### config.mk
export PLATFORM = sky130hd
export DESIGN_NAME = div_32_flat
export DESIGN_NICKNAME = d
export VERILOG_FILES = /design/src/rtl/div_32_if.sv /design/src/rtl/div_32.sv /design/src/flat_wrapper.sv
export SDC_FILE = /design/constraint.sdc
export NUM_CORES = 1
export LEC_CHECK = 0
export CAP_MARGIN = 15
export CORE_MARGIN = 8
export CORE_UTILIZATION = 56
export CTS_BUF_LIST = sky130_fd_sc_hd__clkbuf_16
export DETAILED_ROUTE_END_ITERATION = 12
export PLACE_DENSITY = 0.74
export SLEW_MARGIN = 20
export SYNTH_ARGS = -nofsm -noshare
export SYNTH_HDL_FRONTEND = slang
export SYNTH_SLANG_ARGS = --single-unit
### constraint.sdc
create_clock -name i_clk -period 10.1 [get_ports i_clk]
set_clock_uncertainty 0.1 [all_clocks]
set_input_delay 3.03 -clock i_clk [delete_from_list [all_inputs] [get_ports i_clk]]
set_output_delay 3.03 -clock i_clk [all_outputs]
set_load 0.05 [all_outputs]
### src/rtl/div_32_if.sv
// div_32_if: request/response bundle for the iterative divider.
// The master drives start/op/operands; the slave returns busy, a one-cycle valid and the result.
interface div_32_if #(
  parameter int WIDTH = 32
);
  logic             i_div_start;
  logic [1:0]       i_div_op;
  logic [WIDTH-1:0] i_div_a;
  logic [WIDTH-1:0] i_div_b;
  logic             o_div_busy;
  logic             o_div_valid;
  logic [WIDTH-1:0] o_div_result;

  modport master (
    output i_div_start, i_div_op, i_div_a, i_div_b,
    input  o_div_busy, o_div_valid, o_div_result
  );

  modport slave (
    input  i_div_start, i_div_op, i_div_a, i_div_b,
    output o_div_busy, o_div_valid, o_div_result
  );
endinterface

### src/rtl/div_32.sv
// div_32: restoring divider (DIV/DIVU/REM/REMU), result valid WIDTH+1 cycles after an accepted start.
// Start is ignored while busy; DIV_EARLY_OUT_EN sends divide-by-zero and signed overflow straight to DONE.
module div_32 #(
  parameter int WIDTH = 32
) (
  input  logic     i_clk,
  input  logic     i_reset,
  div_32_if.slave  bus
);
  localparam int CW = $clog2(WIDTH);
  localparam logic [WIDTH-1:0] ALL_ONES = '1;
  localparam logic [WIDTH-1:0] MIN_NEG  = {1'b1, {(WIDTH-1){1'b0}}};

  typedef enum logic [1:0] {IDLE, CALC, DONE} state_t;

  state_t           state_q, state_d;
  logic [1:0]       op_q, op_d;
  logic [WIDTH-1:0] rem_q, rem_d;
  logic [WIDTH-1:0] quo_q, quo_d;
  logic [WIDTH-1:0] dvs_q, dvs_d;
  logic [WIDTH-1:0] a_q, a_d;
  logic [WIDTH-1:0] res_q, res_d;
  logic [CW-1:0]    cnt_q, cnt_d;
  logic             neg_quo_q, neg_quo_d;
  logic             neg_rem_q, neg_rem_d;
  logic             dz_q, dz_d;
  logic             ovf_q, ovf_d;

  function automatic logic [WIDTH-1:0] special_result(input logic [1:0] op,
                                                      input logic [WIDTH-1:0] a,
                                                      input logic dz);
    if (dz) return op[1] ? a : ALL_ONES;
    return op[1] ? '0 : MIN_NEG;
  endfunction

  logic             in_signed, in_dz, in_ovf, accept;
  logic [WIDTH-1:0] a_abs, b_abs;
  logic [WIDTH:0]   rem_sh;
  logic             ge;
  logic [WIDTH-1:0] step_rem, step_quo, fin_rem, fin_quo, fin_res;

  always_comb begin
    in_signed = ~bus.i_div_op[0];
    in_dz     = (bus.i_div_b == '0);
    in_ovf    = in_signed && (bus.i_div_a == MIN_NEG) && (bus.i_div_b == ALL_ONES);
    a_abs     = (in_signed && bus.i_div_a[WIDTH-1]) ? -bus.i_div_a : bus.i_div_a;
    b_abs     = (in_signed && bus.i_div_b[WIDTH-1]) ? -bus.i_div_b : bus.i_div_b;
    accept    = bus.i_div_start && (state_q != CALC);

    // The shifted partial remainder needs one extra bit before the compare.
    rem_sh   = {rem_q, quo_q[WIDTH-1]};
    ge       = (rem_sh >= {1'b0, dvs_q});
    step_rem = ge ? (rem_sh[WIDTH-1:0] - dvs_q) : rem_sh[WIDTH-1:0];
    step_quo = {quo_q[WIDTH-2:0], ge};
    fin_quo  = neg_quo_q ? -step_quo : step_quo;
    fin_rem  = neg_rem_q ? -step_rem : step_rem;
    fin_res  = (dz_q || ovf_q) ? special_result(op_q, a_q, dz_q)
                               : (op_q[1] ? fin_rem : fin_quo);
  end

  always_comb begin
    state_d   = state_q;
    op_d      = op_q;
    rem_d     = rem_q;
    quo_d     = quo_q;
    dvs_d     = dvs_q;
    a_d       = a_q;
    res_d     = res_q;
    cnt_d     = cnt_q;
    neg_quo_d = neg_quo_q;
    neg_rem_d = neg_rem_q;
    dz_d      = dz_q;
    ovf_d     = ovf_q;

    if (accept) begin
      op_d      = bus.i_div_op;
      a_d       = bus.i_div_a;
      rem_d     = '0;
      quo_d     = a_abs;
      dvs_d     = b_abs;
      cnt_d     = '0;
      neg_quo_d = in_signed && (bus.i_div_a[WIDTH-1] ^ bus.i_div_b[WIDTH-1]);
      neg_rem_d = in_signed && bus.i_div_a[WIDTH-1];
      dz_d      = in_dz;
      ovf_d     = in_ovf;
      state_d   = CALC;
`ifdef DIV_EARLY_OUT_EN
      if (in_dz || in_ovf) begin
        state_d = DONE;
        res_d   = special_result(bus.i_div_op, bus.i_div_a, in_dz);
      end
`endif
    end else begin
      case (state_q)
        CALC: begin
          rem_d = step_rem;
          quo_d = step_quo;
          cnt_d = cnt_q + 1'b1;
          if (cnt_q == CW'(WIDTH-1)) begin
            state_d = DONE;
            res_d   = fin_res;
          end
        end
        DONE:    state_d = IDLE;
        default: state_d = IDLE;
      endcase
    end
  end

  always_ff @(posedge i_clk) begin
    if (i_reset) begin
      state_q   <= IDLE;
      op_q      <= '0;
      rem_q     <= '0;
      quo_q     <= '0;
      dvs_q     <= '0;
      a_q       <= '0;
      res_q     <= '0;
      cnt_q     <= '0;
      neg_quo_q <= 1'b0;
      neg_rem_q <= 1'b0;
      dz_q      <= 1'b0;
      ovf_q     <= 1'b0;
    end else begin
      state_q   <= state_d;
      op_q      <= op_d;
      rem_q     <= rem_d;
      quo_q     <= quo_d;
      dvs_q     <= dvs_d;
      a_q       <= a_d;
      res_q     <= res_d;
      cnt_q     <= cnt_d;
      neg_quo_q <= neg_quo_d;
      neg_rem_q <= neg_rem_d;
      dz_q      <= dz_d;
      ovf_q     <= ovf_d;
    end
  end

  assign bus.o_div_busy   = (state_q == CALC);
  assign bus.o_div_valid  = (state_q == DONE);
  assign bus.o_div_result = res_q;
endmodule

### src/flat_wrapper.sv
// flat-port wrapper written by rule: the top's interface ports become plain ports
module div_32_flat 
#(
  parameter int WIDTH = 32
)
  (i_clk, i_reset, bus_i_div_start, bus_i_div_op, bus_i_div_a, bus_i_div_b, bus_o_div_busy, bus_o_div_valid, bus_o_div_result);
  div_32_if #(.WIDTH(WIDTH)) bus_i ();
  input  logic i_clk;
  input  logic i_reset;
  input wire logic [$bits(bus_i.i_div_start)-1:0] bus_i_div_start;
  input wire logic [$bits(bus_i.i_div_op)-1:0] bus_i_div_op;
  input wire logic [$bits(bus_i.i_div_a)-1:0] bus_i_div_a;
  input wire logic [$bits(bus_i.i_div_b)-1:0] bus_i_div_b;
  output wire logic [$bits(bus_i.o_div_busy)-1:0] bus_o_div_busy;
  output wire logic [$bits(bus_i.o_div_valid)-1:0] bus_o_div_valid;
  output wire logic [$bits(bus_i.o_div_result)-1:0] bus_o_div_result;
  assign bus_i.i_div_start = bus_i_div_start;
  assign bus_i.i_div_op = bus_i_div_op;
  assign bus_i.i_div_a = bus_i_div_a;
  assign bus_i.i_div_b = bus_i_div_b;
  assign bus_o_div_busy = bus_i.o_div_busy;
  assign bus_o_div_valid = bus_i.o_div_valid;
  assign bus_o_div_result = bus_i.o_div_result;
  div_32 #(.WIDTH(WIDTH)) u_core (.i_clk(i_clk), .i_reset(i_reset), .bus(bus_i));
endmodule
==> impl_metrics.ini <==
[status]
outcome = completed

[clock_network]
cts_buffers = 17
cts_tree = built
cts_max_path_buffers = 2
clk_pin_slew_worst_paths_ns = 0.07
hold_buffers = 0
post_cts_buffers = 0
clock_latency_ns = 0.44
htreeDepth = 4
post_cts_resized = 0
cts.sinks = 172
cts-root-buf = clkbuf_16

[route]
routed_via_density = 6.39
dr.pass1.iters = 5
drt_iter0_drc = 1172
routed_wl_um = 39200
avgRoutedWirePerCell_um = 19.6
num_vias = 12794
drc_errors = 0
ant_nets = 0

[timing]
hold_viol = 0
rsz0062_at_grt = no
finalSetupTns_ns = 0
layout_min_cycle_time_ns = 6.66
fin_crit_sh = 0.660
worst_slew_margin_rel = 0.296
tightest_slew_ns = 1.05
setup_viol = 0
slew_violations = 0
fmax_mhz = 150

[placed_design]
io_buffers = 102
placedCellCount = 1971
place.gp.congestion = 0.929
hpwl_um = 28400

[floorplanning]
start_util = 0.569
die_w_um = 165
die_y_um = 165
core_mm2 = 0.0218
placementRows = 54
io_pins = 103
die_area_mm2 = 0.0271

[finish]
layout-drive-gt1-share = 0.0407
nNetsFinal = 1819
area_growth_pct = 13.0
instances_no_fill = 2001
layout_common_cells = nor2_1 (217), nand2_1 (203), dfxtp_1 (172), a21oi_1 (158), clkdlybuf4s50_1 (100)
final_common_cell = nor2_1
fillers = 2026
n_antenna_cell = 0

[worst_hold_path]
hold_depth = 2
hold_class = flop to flop
min_from = u_core.a_q[13]
hold_end = u_core.a_q[13]

[setup_path]
arrival_ns = 6.95
ff2ff_path_depth = 16
timing.rr.end = u_core.bus.o_div_result[28]
end_kind = flop
cp-start-kind = input pin
path_max_fanout = 7
criticalPathCategory = input pin to flop
crit-reg2reg-launch = u_core.rem_q[17]
rrSetupSlack_ns = 4.06
required_ns = 10.38

[pwr]
p_per_area_mw_per_mm2 = 171
power_mw = 2.39
ir_worst_vdd_uv = 99.8
leakagePower_nw = 5.10

[job]
cap_violations = 0

[yosys]
netlist_area_mm2 = 0.0124
syn_area_per_cell_um2 = 7.33
synth_fp_nets = 1799
synth-main-ff-cell = dfxtp_1
synth_cell_types = 80
ys_warn_count = 0
synth_cells = 1690
synth-seq-cells = 172
async_reset_ff_frac = 0
synth_edf_count = 0
ys_seq_area_frac = 0.278

[global_route]
grt_remaining_overflow = 0
grt_antenna_before_repair = 0
grt_max_degree = 86
grt_pass1_wl_um = 62300
gr-usage-all-layers = 0.285
grt_pass1_vias = 11907
## metrics by stage
step / utilization / worst slack (ns) / hold WS, ns / area, um2
after detailed placement: 0.615 / 3.03 / 0.347 / 13400
final: 0.643 / 3.44 / 0.356 / 14000
after floorplan: - / 4.29 / 0.332 / 12400
after CTS: 0.643 / 3.48 / 0.357 / 14000
after global routing: 0.643 / 3.13 / 0.375 / 14000
after global placement: 0.615 / 3.13 / 0.339 / 13400
## cells in the mapped netlist, drive strengths merged, types with 12 or more instances
library cell	number	area share
nor2	217	0.066
nand2	203	0.062
dfxtp	172	0.28
a21oi	159	0.065
clkbuf	88	0.027
a211oi	86	0.052
o21ai	84	0.034
xor2	69	0.049
nor3	53	0.022
xnor2	53	0.037
inv	52	0.016
ha	39	0.039
buf	29	0.013
nand4	28	0.014
nor4	24	0.013
a21o	23	0.014
o31ai	21	0.013
a31oi	17	0.0091
mux2i	17	0.014
a311oi	16	0.011
nand3	16	0.0065
or3	15	0.0080
and3	14	0.0071
o41ai	14	0.011
or4	13	0.0079
nand2b	12	0.0061
## flip-flops by register name (all words and copies together), names as in the netlist
signal,cells
u_core.quo_q,32
u_core.bus.o_div_result,32
u_core.ovf_q,1
u_core.rem_q,32
u_core.dvs_q,32
u_core.a_q,32
u_core.state_q,2
u_core.op_q,1
u_core.neg_quo_q,1
u_core.dz_q,1
u_core.neg_rem_q,1
u_core.cnt_q,5
## area by class of cell
type	instances	area, um2	area share
Timing Repair Buffer	118	1130	0.0810
Clock inverter	13	190	0.0136
Clock buffer	17	425	0.0304
Tap cell	280	350	0.0250
Sequential cell	172	3440	0.246
Multi-Input combinational cell	1348	8250	0.589
Inverter	53	200	0.0143
## kinds of logic after synthesis
family | share of synthesized area
AND/OR/NAND/NOR | 0.237
AO/OA/AOI/OAI | 0.284
flip-flops | 0.278
buffers and inverters | 0.0559
XOR/XNOR | 0.0863
adder cells (fa/ha/maj) | 0.0410
multiplexers | 0.0174
## worst max-delay path by stage
stage | start | to | cells after the start
floorplan | bus_i_div_a[2] | u_core.quo_q[25] | 10
global placement | bus_i_div_a[2] | u_core.quo_q[29] | 11
detailed placement | bus_i_div_a[2] | u_core.quo_q[29] | 11
CTS | bus_i_div_a[2] | u_core.quo_q[29] | 11
global route | bus_i_div_a[2] | u_core.quo_q[27] | 11
finish | bus_i_div_a[2] | u_core.quo_q[29] | 11
## power breakdown
group | internal [mW] | switching (mW)
clock network | 0.415 | 0.296
logic | 0.330 | 0.584
registers | 0.719 | 0.0453
total | 1.46 | 0.925
## critical path, stage by stage
cell and delay [ns]:
clkdlybuf4s50_1 0.49, or4_1 0.61, nor3_1 0.43, nand4_1 0.28, or4_1 0.54, nor4b_1 0.83
a21oi_1 0.19, xnor2_1 0.16, a211oi_1 0.23, a21oi_1 0.06, nor2_1 0.10
## layer usage
layer  global-route usage  up-vias  part of all wire
met5                    0        -                 0
met4                0.109        0             0.032
met3               0.0471       87             0.075
met2                0.451      522              0.45
met1                0.383     5991              0.44
li1                     -     6194                 -
Note: power is estimated with default switching activity, not from simulation.
